**config.mk**
```make
export PLATFORM = sky130hd
export DESIGN_NAME = code_lock_n
export DESIGN_NICKNAME = d
export VERILOG_FILES = /design/src/rtl/code_lock_n.sv
export SDC_FILE = /design/constraint.sdc
export NUM_CORES = 1
export LEC_CHECK = 0
export BUFFER_PORTS_ARGS = -buffer_cell sky130_fd_sc_hd__buf_2
export CAP_MARGIN = 20
export CORE_AREA = 2 2 61 120
export DETAILED_ROUTE_END_ITERATION = 12
export DIE_AREA = 0 0 63 122
export HOLD_SLACK_MARGIN = 0.06
export PLACE_DENSITY_LB_ADDON = 0.12
export SYNTH_ARGS = -nofsm -noshare
export SYNTH_HDL_FRONTEND = slang
export SYNTH_SLANG_ARGS = --single-unit
```
**constraint.sdc**
```tcl
create_clock -name CLK -period 2.23 [get_ports CLK]
set_input_delay 0.223 -clock CLK [delete_from_list [all_inputs] [get_ports CLK]]
set_output_delay 0.223 -clock CLK [all_outputs]
set_load 0.03 [all_outputs]
```
**src/rtl/code_lock_n.sv**
```systemverilog
// N-digit keypad code lock with fail counting and timed alarm lockout; outputs registered, 1-cycle latency.
// Optional auto-relock of an idle open door is built when AUTO_RELOCK_EN is defined.
module code_lock_n #(
    parameter int DIGITS         = 4,
    parameter int MAX_TRIES      = 3,
    parameter int LOCKOUT_CYCLES = 1024,
    parameter int RELOCK_CYCLES  = 4096
) (
    input  logic                  CLK,
    input  logic                  RESET,
    input  logic [9:0]            KEY,
    input  logic                  OPEN,
    input  logic                  CLOSE,
    input  logic                  SET,
    output logic                  UNLOCKED,
    output logic                  ALARM,
    output logic [4*DIGITS-1:0]   ENTRY,
    output logic [3:0]            ENTRY_CNT,
    output logic [3:0]            TRIES_LEFT
);

    localparam int LW = $clog2(LOCKOUT_CYCLES);

    if (DIGITS < 1 || DIGITS > 8 || MAX_TRIES < 1 || MAX_TRIES > 15 ||
        LOCKOUT_CYCLES < 2 || RELOCK_CYCLES < 2) begin : g_bad_param
        $error("code_lock_n: parameter out of range");
    end

    typedef enum logic [1:0] {S_LOCKED, S_OPENED, S_LOCKOUT} state_t;

    state_t                r_state, w_state_nxt;
    logic [9:0]            r_key_prev;
    logic                  r_open_prev;
    logic [4*DIGITS-1:0]   r_entry, w_entry_nxt;
    logic [4*DIGITS-1:0]   r_code, w_code_nxt;
    logic [3:0]            r_cnt, w_cnt_nxt;
    logic [3:0]            r_fails, w_fails_nxt;
    logic [LW-1:0]         r_lock_cnt, w_lock_nxt;
    logic                  r_unlocked, r_alarm;
    logic [3:0]            r_tries_left;

    logic [3:0]            w_digit;
    logic                  w_onehot, w_full, w_open_edge;
    logic                  w_key_acc, w_set_ev, w_close_ev, w_open_ev;

`ifdef AUTO_RELOCK_EN
    localparam int RW = $clog2(RELOCK_CYCLES);
    logic [RW-1:0]         r_idle, w_idle_nxt;
`endif

    always_comb begin
        w_digit = '0;
        for (int i = 0; i < 10; i++) begin
            if (KEY[i]) w_digit = 4'(i);
        end
    end

    // A press only counts after a cycle of all-keys-released, so chords and held keys never re-trigger.
    assign w_onehot    = (KEY != '0) && ((KEY & (KEY - 10'd1)) == '0);
    assign w_full      = (r_cnt == 4'(DIGITS));
    assign w_open_edge = OPEN && !r_open_prev;
    assign w_key_acc   = w_onehot && (r_key_prev == '0) && !w_full && (r_state != S_LOCKOUT);
    assign w_set_ev    = SET && (r_state == S_OPENED);
    assign w_close_ev  = CLOSE && (r_state != S_LOCKOUT);
    assign w_open_ev   = w_open_edge && (r_state == S_LOCKED);

    always_comb begin
        w_state_nxt = r_state;
        w_entry_nxt = r_entry;
        w_code_nxt  = r_code;
        w_cnt_nxt   = r_cnt;
        w_fails_nxt = r_fails;
        w_lock_nxt  = r_lock_cnt;
`ifdef AUTO_RELOCK_EN
        w_idle_nxt  = r_idle;
`endif
        if (r_state == S_LOCKOUT) begin
            if (r_lock_cnt == '0) begin
                w_state_nxt = S_LOCKED;
                w_fails_nxt = '0;
            end else begin
                w_lock_nxt = r_lock_cnt - LW'(1);
            end
        end else if (w_key_acc) begin
            for (int d = 0; d < DIGITS; d++) begin
                if (r_cnt == 4'(d)) w_entry_nxt[4*d +: 4] = w_digit;
            end
            w_cnt_nxt = r_cnt + 4'd1;
`ifdef AUTO_RELOCK_EN
            w_idle_nxt = '0;
`endif
        end else if (w_set_ev) begin
            if (w_full) begin
                w_code_nxt  = r_entry;
                w_entry_nxt = '0;
                w_cnt_nxt   = '0;
            end
`ifdef AUTO_RELOCK_EN
            w_idle_nxt = '0;
`endif
        end else if (w_close_ev) begin
            w_state_nxt = S_LOCKED;
            w_entry_nxt = '0;
            w_cnt_nxt   = '0;
        end else if (w_open_ev) begin
            w_entry_nxt = '0;
            w_cnt_nxt   = '0;
            if (w_full && (r_entry == r_code)) begin
                w_state_nxt = S_OPENED;
                w_fails_nxt = '0;
`ifdef AUTO_RELOCK_EN
                w_idle_nxt  = '0;
`endif
            end else begin
                w_fails_nxt = r_fails + 4'd1;
                if (r_fails + 4'd1 == 4'(MAX_TRIES)) begin
                    w_state_nxt = S_LOCKOUT;
                    w_lock_nxt  = LW'(LOCKOUT_CYCLES - 1);
                end
            end
        end
`ifdef AUTO_RELOCK_EN
        else if (r_state == S_OPENED) begin
            if (w_open_edge) begin
                w_idle_nxt = '0;
            end else if (r_idle == RW'(RELOCK_CYCLES - 1)) begin
                w_state_nxt = S_LOCKED;
                w_entry_nxt = '0;
                w_cnt_nxt   = '0;
            end else begin
                w_idle_nxt = r_idle + RW'(1);
            end
        end
`endif
    end

    always_ff @(posedge CLK) begin
        if (RESET) begin
            r_state      <= S_LOCKED;
            r_key_prev   <= '0;
            r_open_prev  <= 1'b0;
            r_entry      <= '0;
            r_code       <= '0;
            r_cnt        <= '0;
            r_fails      <= '0;
            r_lock_cnt   <= '0;
            r_unlocked   <= 1'b0;
            r_alarm      <= 1'b0;
            r_tries_left <= 4'(MAX_TRIES);
`ifdef AUTO_RELOCK_EN
            r_idle       <= '0;
`endif
        end else begin
            r_state      <= w_state_nxt;
            r_key_prev   <= KEY;
            r_open_prev  <= OPEN;
            r_entry      <= w_entry_nxt;
            r_code       <= w_code_nxt;
            r_cnt        <= w_cnt_nxt;
            r_fails      <= w_fails_nxt;
            r_lock_cnt   <= w_lock_nxt;
            r_unlocked   <= (w_state_nxt == S_OPENED);
            r_alarm      <= (w_state_nxt == S_LOCKOUT);
            r_tries_left <= (w_state_nxt == S_LOCKOUT) ? 4'd0 : 4'(MAX_TRIES) - w_fails_nxt;
`ifdef AUTO_RELOCK_EN
            r_idle       <= w_idle_nxt;
`endif
        end
    end

    assign UNLOCKED   = r_unlocked;
    assign ALARM      = r_alarm;
    assign ENTRY      = r_entry;
    assign ENTRY_CNT  = r_cnt;
    assign TRIES_LEFT = r_tries_left;

endmodule

```
==> summary.md <==
| Metric | Value |
|---|---|
| Least-Margin Pin Slew | 0.591 ns |
| # setup viols final | 4 |
| RD Place Congestion | around 0.84 |
| Static Leak | 1.83 nW |
| Bufs on Longest Clock Path | 2 |
| First-pass GRT wire length | roughly 14 mm |
| Die area | roughly 0.0077 mm^2 |
| Gate Count Post-Synth | between 300 and 400 |
| Crit. End Element | flip-flop |
| Minimum clock period | 2.26 ns |
| # DRC | 0 |
| Nets | approximately 490 |
| Kind of critical path | flip-flop to flip-flop |
| Crit share post-route | 101% |
| DR iter-0 viols | between 150 and 200 |
| Worst rel slew slack | 60.6% |
| Synthesized area | around 0.0034 mm^2 |
| Synth Warn # | 0 |
| Share of layout cells above drive strength 1 | 31.4% |
| DR WL/cell | around 15 um |
| Min-Delay Path Class | input port to flip-flop |
| Cell Rows | 43 |
| Die height | between 100 and 150 um |
| Antenna-violating nets left | 0 |
| Final setup margin | -0.0280 ns |
| Core Region | roughly 0.0068 mm^2 |
| Antenna fix cells | 0 |
| Commonest non-fill, non-tap cell in the layout | dfxtp_1 |
| Signal arrival time at the worst endpoint | between 2 and 2.5 ns |
| Average size of a mapped cell | ~8.7 um^2 |
| Clk Tree Root Cell | clkbuf_16 |
| Yosys top cell by area | dfxtp_1 |
| Unrepaired setup endpoints after global routing | true |
| Vias in the first global route | a little under 3,000 |
| Post-synth EDFFs | 0 |
| Synthesis-stage register bit count | 69 |
| Hold Vio Cnt, Final | 0 |
| WP data required | ~2.5 ns |
| Layout Cells excl Fill | 562 |
| Post-synth top area share | 40.8% |
| Worst-path clk slew | approximately 0.06 ns |
| DP HPWL | between 6 and 7 mm |
| Largest net degree at the start of global routing | 26 |
| Initial antenna violation count | 0 |
| TritonRoute pass-1 iters | 5 |
| DR vias | 3,097 |
| Total grt overflow | 0 |
| Worst hold slack | around 0.15 ns |
| CP Launch Type | flip-flop |
| H-tree Lvls | 3 |
| Via density | roughly 5.5 |
| Max-Cap Viols | 0 |
| Most frequent cells in the layout | dfxtp_1, nand2_1, buf_4 |
| CP max FO | 8 |
| Die W | roughly 63 um |
| Cell count after placement | 540 |
| Worst IR Drop VDD | about 0.00050 V |
| TritonCTS clock tree | done |
| Register area share after synthesis | about 41% |
| I/O pin count | 41 |
| DP Area | between 0.003 and 0.004 mm^2 |
| Status | finished with violations |
| Skew final | 0.00451 ns |
| CTS buffer count | 9 |
| Total GRT Usage | a little under a quarter |
| Cts hold-fix bufs | 0 |
| Synth area leaders | dfxtp_1, nand2_1, a21oi_1 |
| Power Density | around 670 mW/mm^2 |
| Initial Utilization | about 49% |
| WL final | about 8.5 mm |
| # port buffers | 40 |
| Net Count, Synth | between 400 and 500 |
| Layout area overhead | 32.0% |
| CTS Sinks | 69 |
| Yosys cell types | 62 |
| Ys flop type | dfxtp_1 |
| Fmax | between 400 and 500 MHz |
| Failing checks | negative setup slack |
| Ys async rst share | 0% |
| Clk_lat worst skew | 0.33 ns |
| Final Cell Area | ~0.0045 mm^2 |
| Slew Viols, Final | 0 |
cell families after synthesis:
group                    Yosys count  synth area share [%]
flip-flops                        69                  40.8
AND/OR/NAND/NOR                  162                  25.7
adder cells (fa/ha/maj)            8                  2.89
multiplexers                       9                  2.66
AO/OA/AOI/OAI                     89                  19.1
XOR/XNOR                          18                  4.66
buffers and inverters             33                  4.22
through the flow:
stage	setup TNS [ns]	power, W	utilization [%]	setup slack [ns]
after floorplan	0	0.00138	-	0.00265
after global placement	-0.726	0.00144	57.7	-0.127
after detailed placement	-1.76	0.00145	57.7	-0.181
after CTS	-0.0287	0.00299	63.5	-0.0287
after global routing	-0.614	0.00308	65.4	-0.0948
final	-0.0796	0.00297	65.4	-0.0280
repair_timing:
action,in CTS,in global routing
setup buffers,3,3
cloned,0,0
resized for setup,9,27
pin swaps,7,4
setup endpoints to repair,32,38
worst max-delay path, stage by stage, from the launching register on:
cell	delay, ns
dfxtp_2	0.32
or4b_4	0.55
nor3_2	0.13
a32o_2	0.23
nand3b_4	0.09
o21bai_4	0.25
nand3_4	0.22
a2111oi_4	0.37
state kept, by name (all words and copies together) (netlist names):
| name | count |
|---|---|
| r_code | 16 |
| TRIES_LEFT | 4 |
| ENTRY_CNT | 4 |
| ALARM | 1 |
| r_fails | 4 |
| r_open_prev | 1 |
| ENTRY | 16 |
| r_key_prev | 10 |
| r_lock_cnt | 10 |
| r_state | 2 |
| UNLOCKED | 1 |
final timing paths:
check | start | cells past startpoint | slack (ns) | endpoint
min reg2reg | r_code[8]$_SDFFE_PP0P_ | 2 | 0.47 | r_code[8]$_SDFFE_PP0P_
max | r_state[1]$_SDFF_PP0_ | 7 | -0.03 | r_lock_cnt[6]$_SDFFE_PP0P_
min | OPEN | 2 | 0.15 | r_open_prev$_SDFF_PP0_
max reg2reg | r_state[1]$_SDFF_PP0_ | 7 | -0.03 | r_lock_cnt[6]$_SDFFE_PP0P_
power by group:
group          switching, W  internal [W]  leakage [nW]  total (W)
registers        0.00000769       0.00125         0.561    0.00126
clock network      0.000525       0.00101         0.158    0.00153
logic              0.000101     0.0000809          1.11   0.000182
total              0.000634       0.00234          1.83    0.00297
layer usage:
| metal | GRT usage (%) | up-vias | routed length (um) |
|---|---|---|---|
| li1 | - | 1536 | - |
| met1 | 27.9 | 1472 | 3700 |
| met2 | 38.4 | 74 | 4260 |
| met3 | 4.62 | 15 | 346 |
| met4 | 9.44 | 0 | 159 |
| met5 | 0 | - | 0 |
layout make-up:
type / instances / area [um^2]
Timing Repair Buffer: 88 / 581
Clock buffer: 10 / 239
Clock inverter: 6 / 86.3
Tap cell: 90 / 113
Sequential cell: 69 / 1390
Fill cell: 597 / 2370
Inverter: 13 / 48.8
Multi-Input combinational cell: 286 / 2010
cell usage after synthesis, types with 3 or more instances:
library cell  count
a211oi_1          4
a21oi_1          35
a41oi_1           3
buf_2             3
clkbuf_1         13
dfxtp_1          69
ha_1              7
inv_1            13
mux2i_1           9
nand2_1          51
nand2b_1         14
nand3_1          13
nand3b_1          3
nand4_1           5
nor2_1           18
nor2b_1          12
nor3_1           14
nor4_1            7
o211ai_1          9
o21a_1            4
o21ai_0           6
o31ai_1           3
or3_1             3
or3b_1            5
xnor2_1           3
xor2_1           15
(Power assumes the default switching activity.)
